[src/rtl/mem_port_arbiter_pkg.sv]
// mem_port_arbiter_pkg
//   Shared types and defaults for the IFU/LSU memory port arbiter.
//   ImmWidth is the architectural register width; address and data buses
//   are sized from it.
package mem_port_arbiter_pkg;

  localparam int ImmWidth       = 64;
  localparam int DefStarveLimit = 4;
  localparam int DefTimeoutCyc  = 1024;

  typedef enum logic [1:0] {
    ST_IDLE = 2'd0,
    ST_REQ  = 2'd1,
    ST_RSP  = 2'd2
  } arbState_e;

  typedef enum logic [1:0] {
    GNT_NONE = 2'd0,
    GNT_IFU  = 2'd1,
    GNT_LSU  = 2'd2
  } grant_e;

endpackage

[src/rtl/mem_port_arbiter_if.sv]
// mem_port_arbiter_if
//   One request/response memory port. Used for the IFU side, the LSU side
//   and the shared memory side of the arbiter.
//   master: drives req_valid, addr, wen, wdata, wmask, rsp_ready
//   slave : drives req_ready, rsp_valid, rsp_data
//   The IFU never writes; its wen/wdata/wmask are tied off by the IFU.
interface mem_port_arbiter_if
  import mem_port_arbiter_pkg::*;
#(
  parameter int ADDR_W = ImmWidth,
  parameter int DATA_W = ImmWidth
) ();

  logic                  req_valid;
  logic                  req_ready;
  logic [ADDR_W-1:0]     addr;
  logic                  wen;
  logic [DATA_W-1:0]     wdata;
  logic [DATA_W/8-1:0]   wmask;
  logic                  rsp_valid;
  logic                  rsp_ready;
  logic [DATA_W-1:0]     rsp_data;

  modport master (
    output req_valid, addr, wen, wdata, wmask, rsp_ready,
    input  req_ready, rsp_valid, rsp_data
  );

  modport slave (
    input  req_valid, addr, wen, wdata, wmask, rsp_ready,
    output req_ready, rsp_valid, rsp_data
  );

endinterface

[src/rtl/mem_port_arbiter_bus_watchdog.sv]
// bus_watchdog
//   Saturating cycle counter with clear and enable, plus a sticky overflow
//   flag. The flag sets on the enabled cycle in which the count already sits
//   at TIMEOUT_CYC-1, i.e. after TIMEOUT_CYC enabled cycles since the last
//   clear. Only rst clears the flag.
//   Ports: clk, rst (async, active-high), clr, en, overflow.
module bus_watchdog
  import mem_port_arbiter_pkg::*;
#(
  parameter int TIMEOUT_CYC = DefTimeoutCyc
) (
  input  logic clk,
  input  logic rst,
  input  logic clr,
  input  logic en,
  output logic overflow
);

  localparam int              CntW    = (TIMEOUT_CYC > 2) ? $clog2(TIMEOUT_CYC) : 1;
  localparam logic [CntW-1:0] LastCnt = CntW'(TIMEOUT_CYC - 1);

  logic [CntW-1:0] wdCnt;

  always_ff @(posedge clk or posedge rst) begin
    if (rst) begin
      wdCnt    <= '0;
      overflow <= 1'b0;
    end else begin
      if (clr) begin
        wdCnt <= '0;
      end else if (en && (wdCnt != LastCnt)) begin
        wdCnt <= wdCnt + CntW'(1);
      end
      if (en && !clr && (wdCnt == LastCnt)) begin
        overflow <= 1'b1;
      end
    end
  end

endmodule

[src/rtl/mem_port_arbiter.sv]
// mem_port_arbiter
//   Shares the single memory port between IFU and LSU. One transaction at a
//   time: accept in IDLE, present registered request in REQ, pass response
//   through in RSP. LSU has fixed priority; after STARVE_LIMIT consecutive
//   LSU grants with IFU waiting, IFU wins once. A watchdog flags
//   transactions stuck in REQ+RSP (sticky timeout_err).
//   Ports: clk, rst (async, active-high)
//          ifu  - slave port from instruction fetch (read only)
//          lsu  - slave port from load/store unit
//          mem  - master port to memory
//          busy - not IDLE, timeout_err - sticky hang flag
//
//   state | meaning
//   IDLE  | no transaction; pick a winner, accept its request
//   REQ   | registered request on mem, waiting for mem req_ready
//   RSP   | routing mem response to the granted requester
module mem_port_arbiter
  import mem_port_arbiter_pkg::*;
#(
  parameter int ADDR_W       = ImmWidth,
  parameter int DATA_W       = ImmWidth,
  parameter int STARVE_LIMIT = DefStarveLimit,
  parameter int TIMEOUT_CYC  = DefTimeoutCyc
) (
  input  logic                 clk,
  input  logic                 rst,
  mem_port_arbiter_if.slave    ifu,
  mem_port_arbiter_if.slave    lsu,
  mem_port_arbiter_if.master   mem,
  output logic                 busy,
  output logic                 timeout_err
);

  // Legacy-compatible encodings mirroring the package enum.
  localparam logic [1:0] IDLE = ST_IDLE;
  localparam logic [1:0] REQ  = ST_REQ;
  localparam logic [1:0] RSP  = ST_RSP;

  localparam int               StarveW   = $clog2(STARVE_LIMIT + 1);
  localparam logic [StarveW-1:0] StarveMax = StarveW'(STARVE_LIMIT);

  logic [1:0]          state;
  grant_e              grant;
  logic [StarveW-1:0]  starveCnt;

  logic [ADDR_W-1:0]   addrQ;
  logic                wenQ;
  logic [DATA_W-1:0]   wdataQ;
  logic [DATA_W/8-1:0] wmaskQ;

  logic inIdle;
  logic lsuWins;
  logic ifuWins;
  logic lsuFire;
  logic ifuFire;
  logic rspFire;

  // IFU is read-only; its write-side fields are intentionally ignored.
  logic unusedIfu;
  assign unusedIfu = ^{ifu.wen, ifu.wdata, ifu.wmask};

  // Ready is held low while rst is asserted even though state reads IDLE.
  assign inIdle  = (state == IDLE) && !rst;
  assign lsuWins = lsu.req_valid && !(ifu.req_valid && (starveCnt == StarveMax));
  assign ifuWins = ifu.req_valid && !lsuWins;

  assign lsu.req_ready = inIdle && lsuWins;
  assign ifu.req_ready = inIdle && ifuWins;
  assign lsuFire       = lsu.req_ready;
  assign ifuFire       = ifu.req_ready;

  assign mem.req_valid = (state == REQ);
  assign mem.addr      = addrQ;
  assign mem.wen       = wenQ;
  assign mem.wdata     = wdataQ;
  assign mem.wmask     = wmaskQ;

  always_comb begin
    mem.rsp_ready = 1'b0;
    if (state == RSP) begin
      if (grant == GNT_IFU) mem.rsp_ready = ifu.rsp_ready;
      else if (grant == GNT_LSU) mem.rsp_ready = lsu.rsp_ready;
    end
  end

  assign ifu.rsp_valid = (state == RSP) && (grant == GNT_IFU) && mem.rsp_valid;
  assign lsu.rsp_valid = (state == RSP) && (grant == GNT_LSU) && mem.rsp_valid;
  assign ifu.rsp_data  = mem.rsp_data;
  assign lsu.rsp_data  = mem.rsp_data;

  assign rspFire = (state == RSP) && mem.rsp_valid && mem.rsp_ready;
  assign busy    = (state != IDLE);

  always_ff @(posedge clk or posedge rst) begin
    if (rst) begin
      state     <= IDLE;
      grant     <= GNT_NONE;
      starveCnt <= '0;
      addrQ     <= '0;
      wenQ      <= 1'b0;
      wdataQ    <= '0;
      wmaskQ    <= '0;
    end else begin
      case (state)
        IDLE: begin
          if (lsuFire) begin
            addrQ  <= lsu.addr;
            wenQ   <= lsu.wen;
            wdataQ <= lsu.wdata;
            wmaskQ <= lsu.wmask;
            grant  <= GNT_LSU;
            state  <= REQ;
            if (!ifu.req_valid) begin
              starveCnt <= '0;
            end else if (starveCnt != StarveMax) begin
              starveCnt <= starveCnt + StarveW'(1);
            end
          end else if (ifuFire) begin
            addrQ     <= ifu.addr;
            wenQ      <= 1'b0;
            wdataQ    <= '0;
            wmaskQ    <= '0;
            grant     <= GNT_IFU;
            state     <= REQ;
            starveCnt <= '0;
          end
        end
        REQ: begin
          if (mem.req_ready) state <= RSP;
        end
        RSP: begin
          if (rspFire) begin
            state <= IDLE;
            grant <= GNT_NONE;
          end
        end
        default: begin
          state <= IDLE;
          grant <= GNT_NONE;
        end
      endcase
    end
  end

  bus_watchdog #(
    .TIMEOUT_CYC (TIMEOUT_CYC)
  ) uWatchdog (
    .clk      (clk),
    .rst      (rst),
    .clr      (lsuFire || ifuFire),
    .en       (state != IDLE),
    .overflow (timeout_err)
  );

endmodule

[src/flat_wrapper.sv]
// flat-port wrapper written by rule: the top's interface ports become plain ports
module mem_port_arbiter_flat import mem_port_arbiter_pkg::*;
#(
  parameter int ADDR_W       = ImmWidth,
  parameter int DATA_W       = ImmWidth,
  parameter int STARVE_LIMIT = DefStarveLimit,
  parameter int TIMEOUT_CYC  = DefTimeoutCyc
)
  (clk, rst, busy, timeout_err, ifu_req_valid, ifu_addr, ifu_wen, ifu_wdata, ifu_wmask, ifu_rsp_ready, ifu_req_ready, ifu_rsp_valid, ifu_rsp_data, lsu_req_valid, lsu_addr, lsu_wen, lsu_wdata, lsu_wmask, lsu_rsp_ready, lsu_req_ready, lsu_rsp_valid, lsu_rsp_data, mem_req_valid, mem_addr, mem_wen, mem_wdata, mem_wmask, mem_rsp_ready, mem_req_ready, mem_rsp_valid, mem_rsp_data);
  mem_port_arbiter_if #(.ADDR_W(ADDR_W), .DATA_W(DATA_W)) ifu_i ();
  mem_port_arbiter_if #(.ADDR_W(ADDR_W), .DATA_W(DATA_W)) lsu_i ();
  mem_port_arbiter_if #(.ADDR_W(ADDR_W), .DATA_W(DATA_W)) mem_i ();
  input  logic clk;
  input  logic rst;
  output logic busy;
  output logic timeout_err;
  input wire logic [$bits(ifu_i.req_valid)-1:0] ifu_req_valid;
  input wire logic [$bits(ifu_i.addr)-1:0] ifu_addr;
  input wire logic [$bits(ifu_i.wen)-1:0] ifu_wen;
  input wire logic [$bits(ifu_i.wdata)-1:0] ifu_wdata;
  input wire logic [$bits(ifu_i.wmask)-1:0] ifu_wmask;
  input wire logic [$bits(ifu_i.rsp_ready)-1:0] ifu_rsp_ready;
  output wire logic [$bits(ifu_i.req_ready)-1:0] ifu_req_ready;
  output wire logic [$bits(ifu_i.rsp_valid)-1:0] ifu_rsp_valid;
  output wire logic [$bits(ifu_i.rsp_data)-1:0] ifu_rsp_data;
  input wire logic [$bits(lsu_i.req_valid)-1:0] lsu_req_valid;
  input wire logic [$bits(lsu_i.addr)-1:0] lsu_addr;
  input wire logic [$bits(lsu_i.wen)-1:0] lsu_wen;
  input wire logic [$bits(lsu_i.wdata)-1:0] lsu_wdata;
  input wire logic [$bits(lsu_i.wmask)-1:0] lsu_wmask;
  input wire logic [$bits(lsu_i.rsp_ready)-1:0] lsu_rsp_ready;
  output wire logic [$bits(lsu_i.req_ready)-1:0] lsu_req_ready;
  output wire logic [$bits(lsu_i.rsp_valid)-1:0] lsu_rsp_valid;
  output wire logic [$bits(lsu_i.rsp_data)-1:0] lsu_rsp_data;
  output wire logic [$bits(mem_i.req_valid)-1:0] mem_req_valid;
  output wire logic [$bits(mem_i.addr)-1:0] mem_addr;
  output wire logic [$bits(mem_i.wen)-1:0] mem_wen;
  output wire logic [$bits(mem_i.wdata)-1:0] mem_wdata;
  output wire logic [$bits(mem_i.wmask)-1:0] mem_wmask;
  output wire logic [$bits(mem_i.rsp_ready)-1:0] mem_rsp_ready;
  input wire logic [$bits(mem_i.req_ready)-1:0] mem_req_ready;
  input wire logic [$bits(mem_i.rsp_valid)-1:0] mem_rsp_valid;
  input wire logic [$bits(mem_i.rsp_data)-1:0] mem_rsp_data;
  assign ifu_i.req_valid = ifu_req_valid;
  assign ifu_i.addr = ifu_addr;
  assign ifu_i.wen = ifu_wen;
  assign ifu_i.wdata = ifu_wdata;
  assign ifu_i.wmask = ifu_wmask;
  assign ifu_i.rsp_ready = ifu_rsp_ready;
  assign ifu_req_ready = ifu_i.req_ready;
  assign ifu_rsp_valid = ifu_i.rsp_valid;
  assign ifu_rsp_data = ifu_i.rsp_data;
  assign lsu_i.req_valid = lsu_req_valid;
  assign lsu_i.addr = lsu_addr;
  assign lsu_i.wen = lsu_wen;
  assign lsu_i.wdata = lsu_wdata;
  assign lsu_i.wmask = lsu_wmask;
  assign lsu_i.rsp_ready = lsu_rsp_ready;
  assign lsu_req_ready = lsu_i.req_ready;
  assign lsu_rsp_valid = lsu_i.rsp_valid;
  assign lsu_rsp_data = lsu_i.rsp_data;
  assign mem_req_valid = mem_i.req_valid;
  assign mem_addr = mem_i.addr;
  assign mem_wen = mem_i.wen;
  assign mem_wdata = mem_i.wdata;
  assign mem_wmask = mem_i.wmask;
  assign mem_rsp_ready = mem_i.rsp_ready;
  assign mem_i.req_ready = mem_req_ready;
  assign mem_i.rsp_valid = mem_rsp_valid;
  assign mem_i.rsp_data = mem_rsp_data;
  mem_port_arbiter #(.ADDR_W(ADDR_W), .DATA_W(DATA_W), .STARVE_LIMIT(STARVE_LIMIT), .TIMEOUT_CYC(TIMEOUT_CYC)) u_core (.clk(clk), .rst(rst), .ifu(ifu_i), .lsu(lsu_i), .mem(mem_i), .busy(busy), .timeout_err(timeout_err));
endmodule
[config.mk]
export PLATFORM = sky130hd
export DESIGN_NAME = mem_port_arbiter_flat
export DESIGN_NICKNAME = d
export VERILOG_FILES = /design/src/rtl/mem_port_arbiter_pkg.sv /design/src/rtl/mem_port_arbiter_if.sv /design/src/rtl/mem_port_arbiter_bus_watchdog.sv /design/src/rtl/mem_port_arbiter.sv /design/src/flat_wrapper.sv
export SDC_FILE = /design/constraint.sdc
export NUM_CORES = 1
export LEC_CHECK = 0
export ABC_AREA = 0
export BUFFER_PORTS_ARGS = -buffer_cell sky130_fd_sc_hd__buf_2
export CORE_AREA = 2 2 242 244
export CTS_BUF_LIST = sky130_fd_sc_hd__clkbuf_2
export CTS_CLUSTER_SIZE = 10
export DETAILED_ROUTE_END_ITERATION = 8
export DIE_AREA = 0 0 244 246
export HOLD_SLACK_MARGIN = 0.06
export PLACE_DENSITY = 0.39
export SLEW_MARGIN = 20
export SYNTH_ARGS = -nofsm -noshare
export SYNTH_HDL_FRONTEND = slang
export SYNTH_SLANG_ARGS = --single-unit
[constraint.sdc]
create_clock -name clk -period 4.55 [get_ports clk]
set_input_delay 0.6825 -clock clk [delete_from_list [all_inputs] [get_ports clk]]
set_output_delay 0.6825 -clock clk [all_outputs]
set_load 0.01 [all_outputs]
# Word-level counts from Yosys, hierarchy flattened
# Index checks and enable logic that the tools add are counted.
dict set report word_totals {
  register_bits 155
  out_inout_bits 273
  elab_cells 76
}
dict set report op_classes {
  add_sub_neg 2
  n_eq_ne 12
  n_mux 24
  bitwise 1
  reduce_logical 28
}
# cell n
set ops {}
lappend ops {{2-to-1 mux 64 bit} 4}
lappend ops {{2-to-1 mux 10 bit} 2}
lappend ops {{2-to-1 mux 8 bit} 2}
lappend ops {{logical AND 1 bit} 15}
lappend ops {{2-to-1 mux 3 bit} 4}
lappend ops {{one-hot mux 2 bit (3 select lines)} 2}
lappend ops {{adder 10 x 1 -> 10 bit, second input constant} 1}
lappend ops {{equality test 10 bit, second input constant} 1}
lappend ops {{2-to-1 mux 2 bit} 5}
lappend ops {{!= test 10 bit, second input constant} 1}
lappend ops {{AND reduction 3 bit} 3}
lappend ops {{!= test 3 bit, second input constant} 2}
lappend ops {{nonzero test 2 bit} 3}
lappend ops {{2-to-1 mux 1 bit} 5}
lappend ops {{equality test 2 x 1 -> 1 bit, second input constant} 2}
lappend ops {{equality test 2 bit, second input constant} 2}
lappend ops {{logical NOT 1 bit} 4}
lappend ops {{!= test 2 x 1 -> 1 bit, second input constant} 2}
lappend ops {{adder 3 x 1 -> 3 bit, second input constant} 1}
lappend ops {{equality test 3 bit, second input constant} 1}
lappend ops {{!= test 3 x 1 -> 1 bit, second input constant} 1}
lappend ops {{logical NOT 2 bit} 1}
lappend ops {{AND reduction 2 bit} 1}
lappend ops {{logical OR 1 bit} 1}
lappend ops {{inverter 1 bit} 1}

# Logic depth before layout (Yosys ltp)
dict set report logic_depth {
  depth_word 11
  ltp_mapped 8
  mapped_depth_nobuf 6
}

# Cells and area by module
# From an unflattened synthesis, not the netlist that was laid out.
dict set report hier_totals {
  cells_unflattened 696
  hier_area_um2 7262.0
}
# mod n_inst cells_each area_each_um2 seq_area_each_um2
set modules_own_cells {}
lappend modules_own_cells {mem_port_arbiter 1 624 6583.8 3603.5}
lappend modules_own_cells {bus_watchdog 1 72 678.2 275.3}

# Least setup slack after synthesis
# OpenSTA, ideal clock, no wires.
dict set report synth_path {
  path_kind {in2reg}
  startpoint {input port rst}
  endpoint {register u_core.starveCnt[2]}
  setup_time_ps 143
  arrival_ps 5038
  t_required_ps 4407
  setup_slack_ps -631
  cell_stages 4
  path_buffers 0
  path_cell_list {inv_1 -> o21ai_0 -> nor2_1 -> a31oi_1}
}
dict set report synth_between {
  elab_chain_len 5
  elab_cells_between_ends 8
}
# element line_no
set synth_lines {}
lappend synth_lines {{start, declared} flat_wrapper.sv:14} ;# input logic rst;
lappend synth_lines {{logical NOT 1 bit *} mem_port_arbiter.sv:63} ;# assign inIdle = (state == IDLE) && !rst;
lappend synth_lines {{logical AND 1 bit *} mem_port_arbiter.sv:63}
lappend synth_lines {{logical AND 1 bit, on equally long branches} {mem_port_arbiter.sv:67, mem_port_arbiter.sv:68}}
lappend synth_lines {{!= test 3 bit (no line) or nonzero test 2 bit (tied branches)} -}
lappend synth_lines {{AND reduction 3 bit (no line)} -}
lappend synth_lines {{end signal, assigned} mem_port_arbiter.sv:116} ;# starveCnt <= starveCnt + StarveW'(1);
lappend synth_lines {{end, declared} mem_port_arbiter.sv:44} ;# logic [StarveW-1:0] starveCnt;
# Every way passes the cells marked *; elsewhere a longest branch is shown, timed or not.
# A chain may end at the register's enable or synchronous reset.

# Worst setup path in the final report
dict set report layout_path {
  startpoint {register u_core.state[0]}
  endpoint {output port lsu_req_ready}
}
dict set report layout_between {
  elab_chain_len 3
}
# element line_no
set layout_lines {}
lappend layout_lines {{start, declared} mem_port_arbiter.sv:42} ;# logic [1:0] state;
lappend layout_lines {{start signal, assigned} mem_port_arbiter.sv:96} ;# state <= IDLE;
lappend layout_lines {{start signal, assigned} mem_port_arbiter.sv:112} ;# state <= REQ;
lappend layout_lines {{start signal, assigned} mem_port_arbiter.sv:124} ;# state <= REQ;
lappend layout_lines {{logical NOT 2 bit} mem_port_arbiter.sv:63}
lappend layout_lines {{logical AND 1 bit} mem_port_arbiter.sv:63}
lappend layout_lines {{logical AND 1 bit} mem_port_arbiter.sv:67} ;# assign lsu.req_ready = inIdle && lsuWins;
lappend layout_lines {{end, declared} flat_wrapper.sv:32} ;# output wire logic [$bits(lsu_i.req_ready)-1:0] lsu_req_ready;
# Every way passes these cells.

==> metrics.md <==
| Metric | Value |
|---|---|
| Input/output buffers | `353` |
| Overall Global Routing Usage | `8.29%` |
| Int Power | `3.42 mW` |
| Ys async rst share | `100%` |
| Cells after Synth | `681` |
| Initial DRC count | `141` |
| Largest fanout on the critical path | `10` |
| Fin util | `20.1%` |
| CTS tree | `yes` |
| Drt total wl | `24.9 mm` |
| Leakage | `5.90 nW` |
| Largest net degree at the start of global routing | `128` |
| Final Setup Violations | `0` |
| Gp weighted congestion | `0.712` |
| Outcome | `complete, no violations` |
| Clk root buf | `clkbuf_2` |
| Minimum clock period | `3160 ps` |
| Final hold vios | `0` |
| Fin worst setup slack | `1390 ps` |
| DR pass1 iterations | `4` |
| Vias | `6,512` |
| First-pass GRT wire length | `37.5 mm` |
| Worst-case clock buffer depth | `2` |
| CP arrival | `2480 ps` |
| Area leader, netlist | `dfrtp_1` |
| RSZ-0062 raised after global routing | `false` |
| Worst Setup Start Kind | `flop` |
| Period utilization | `69.4%` |
| CP endpoint kind | `output pin` |
| Core Area | `57,400 um2` |
| Post-synth net total | `1,030` |
| Comb pwr share | `42.4%` |
| DRC | `0` |
| Crit Path Class | `flop to output pin` |
| Die X | `244 um` |
| Area growth syn-to-layout | `53.8%` |
| Top_reg_cell synth | `dfrtp_1` |
| P_sw | `2.21 mW` |
| DR WL/cell | `13.1 um` |
| Share of the synthesized area in the top cell type | `51.8%` |
| Rel. slew slack | `42.7%` |
| VDD IR max | `0.177 mV` |
| Full die area | `60,000 um2` |
| Pin slew with the least headroom to its limit | `859 ps` |
| Vias in the first global route | `6,883` |
| Yosys warning count | `0` |
| Sequential area share after synthesis | `51.8%` |
| H-Tree Depth | `4` |
| Clk pwr share | `16.3%` |
| Max Cap Viol | `0` |
| I/O pin cnt | `619` |
| Dpl hpwl | `16.5 mm` |
| Synth top area cells | `dfrtp_1 52%, buf_4 14%, mux2i_1 8.8%, a22o_1 8.5%, nand2_1 3.9%` |
| Share of layout cells above drive strength 1 | `36.1%` |
| Worst skew pair latency | `1010 ps` |
| Hold Crit Class | `input pin to asynchronous set/reset pin` |
| Clk_skew | `74.9 ps` |
| Final net count | `1,457` |
| TritonCTS Sinks | `155` |
| DP Cell Count | `1,643` |
| Sequential power share | `41.3%` |
| Post-route antenna net violation count | `0` |
| Slew Limit Fails | `0` |
| Netlist Area Pre-Place | `7490 um2` |
| Maximum clock frequency | `317 MHz` |
| EDFF count, synth | `0` |
| #FFs+latches synth | `155` |
| Die height | `246 um` |
| Setup TNS | `0 ps` |
| Non-Filler Instances | `1,891` |
| CTS clk-pin slew, worst paths | `320 ps` |
| PostCTS Resize Cnt | `0` |
| TritonCTS buffer count | `17` |
| Syn_area_per_cell | `11.0 um2` |
| Initial antenna violation count | `2` |
| Sw frac | `39.2%` |
| PD cells | `489 nW/um2` |
| Synth cell types | `41` |
| Critical Path RT | `3870 ps` |
| Grt ovf | `0` |
| Initial core utilization | `13.1%` |
| Row cnt | `88` |
| DP Worst Slack | `1910 ps` |
| DR vias/cell | `3.44` |
registers in the layout, indices dropped and copies added (netlist names):
signal and flops:
u_core.grant 2, u_core.mem.addr 64, u_core.mem.wdata 64, u_core.mem.wen 1, u_core.mem.wmask 8, u_core.starveCnt 3
u_core.state 2, u_core.uWatchdog.overflow 1, u_core.uWatchdog.wdCnt 10
worst max-delay path: stages (launching register included):
cell and delay, ps:
dfrtp_1 550, nor3_4 310, nand3_4 270, inv_2 180, buf_2 150
area by class of cell:
| class | instances | area [um2] |
|---|---|---|
| multi-input combinational | 352 | 2400 |
| clock inverter | 15 | 186 |
| fill | 6283 | 45800 |
| inverter | 8 | 33.8 |
| sequential | 155 | 3880 |
| timing repair buffer | 574 | 3970 |
| clock buffer | 17 | 85.1 |
| tap | 765 | 957 |
| antenna | 5 | 12.5 |
cell usage after synthesis (all sizes together) (2+ instances only):
library cell,count
buf,159
dfrtp,155
nand2,78
a22o,73
o21ai,71
mux2i,66
nor2,11
inv,8
nand3,8
clkbuf,7
a21oi,5
nor3,5
ha,3
nand4,3
o211ai,3
or3,3
a31oi,2
and4b,2
nand2b,2
nor2b,2
nor3b,2
o31ai,2
timing repair:
action,CTS,global route
endpoints found under the setup margin,0,0
buffers inserted,0,0
hold buffers,211,0
endpoints found under the hold margin,182,0
final timing paths:
path	from	to	slack [ps]	depth (start not counted)
setup / recovery	u_core.state[0]$_DFFE_PP0P_	lsu_req_ready	1390	4
hold / removal	rst	u_core.state[0]$_DFFE_PP0P_	340	4
setup reg to reg	u_core.starveCnt[1]$_DFFE_PP0P_	u_core.mem.addr[37]$_DFFE_PP0P_	1640	8
hold reg to reg	u_core.uWatchdog.overflow$_DFFE_PP0P_	u_core.uWatchdog.overflow$_DFFE_PP0P_	500	1
max in group asynchronous	rst	u_core.mem.wdata[23]$_DFFE_PP0P_	3080	5
min in group clk	mem_req_ready	u_core.state[0]$_DFFE_PP0P_	350	3
power groups by stage:
stage / Clock [mW] / Sequential [mW] / Combinational [mW]
2_1_floorplan: 0 / 2.61 / 1.06
5_1_grt: 1.06 / 2.42 / 2.63
6_report: 0.919 / 2.33 / 2.38
3_5_place_dp: 0 / 2.35 / 2.21
4_1_cts: 1.02 / 2.33 / 2.43
3_3_place_gp: 0 / 2.35 / 2.21
layout by cell type, fill, tap and decap left out, types with 4 or more instances in the layout:
cell,Yosys,final
dfrtp_1,155,155
inv_1,7,6
nand2_1,77,77
o21ai_1,49,49
diode_2,0,5
nand3_1,6,6
a21oi_1,5,5
mux2i_1,66,66
a22o_1,73,73
buf_2,17,353
nor2_1,10,10
clkbuf_2,0,17
nor3_1,4,4
inv_6,0,4
dlygate4sd3_1,0,211
o21ai_0,22,22
buf_4,136,9
per-stage QoR:
stage                     power, mW  hold WS (ps)  cell area, um2
after floorplan                3.67           474            7490
after global placement         4.56           439            9130
after detailed placement       4.56           459            9130
after CTS                      5.77          73.1           11500
after global routing           6.10           115           11500
final                          5.63           339           11500
layer usage:
metal / part of all wire, % / vias up / track usage [%] / wire length (um)
met4: 3.7 / 0 / 5.13 / 924
met1: 39 / 3022 / 8.52 / 9720
met2: 49 / 306 / 14.2 / 12200
li1: - / 3114 / - / -
met3: 7.9 / 70 / 3.19 / 1980
met5: 0 / - / 0 / 0
kinds of logic after synthesis:
logic type                 synth area share [%]
muxes                                      8.82
adders and majority gates                 0.501
buffers and inverters                      16.4
AOI/OAI and AO/OA                          15.0
and+or+nand+nor                            7.43
DFF                                        51.8
(Power assumes the default switching activity.)
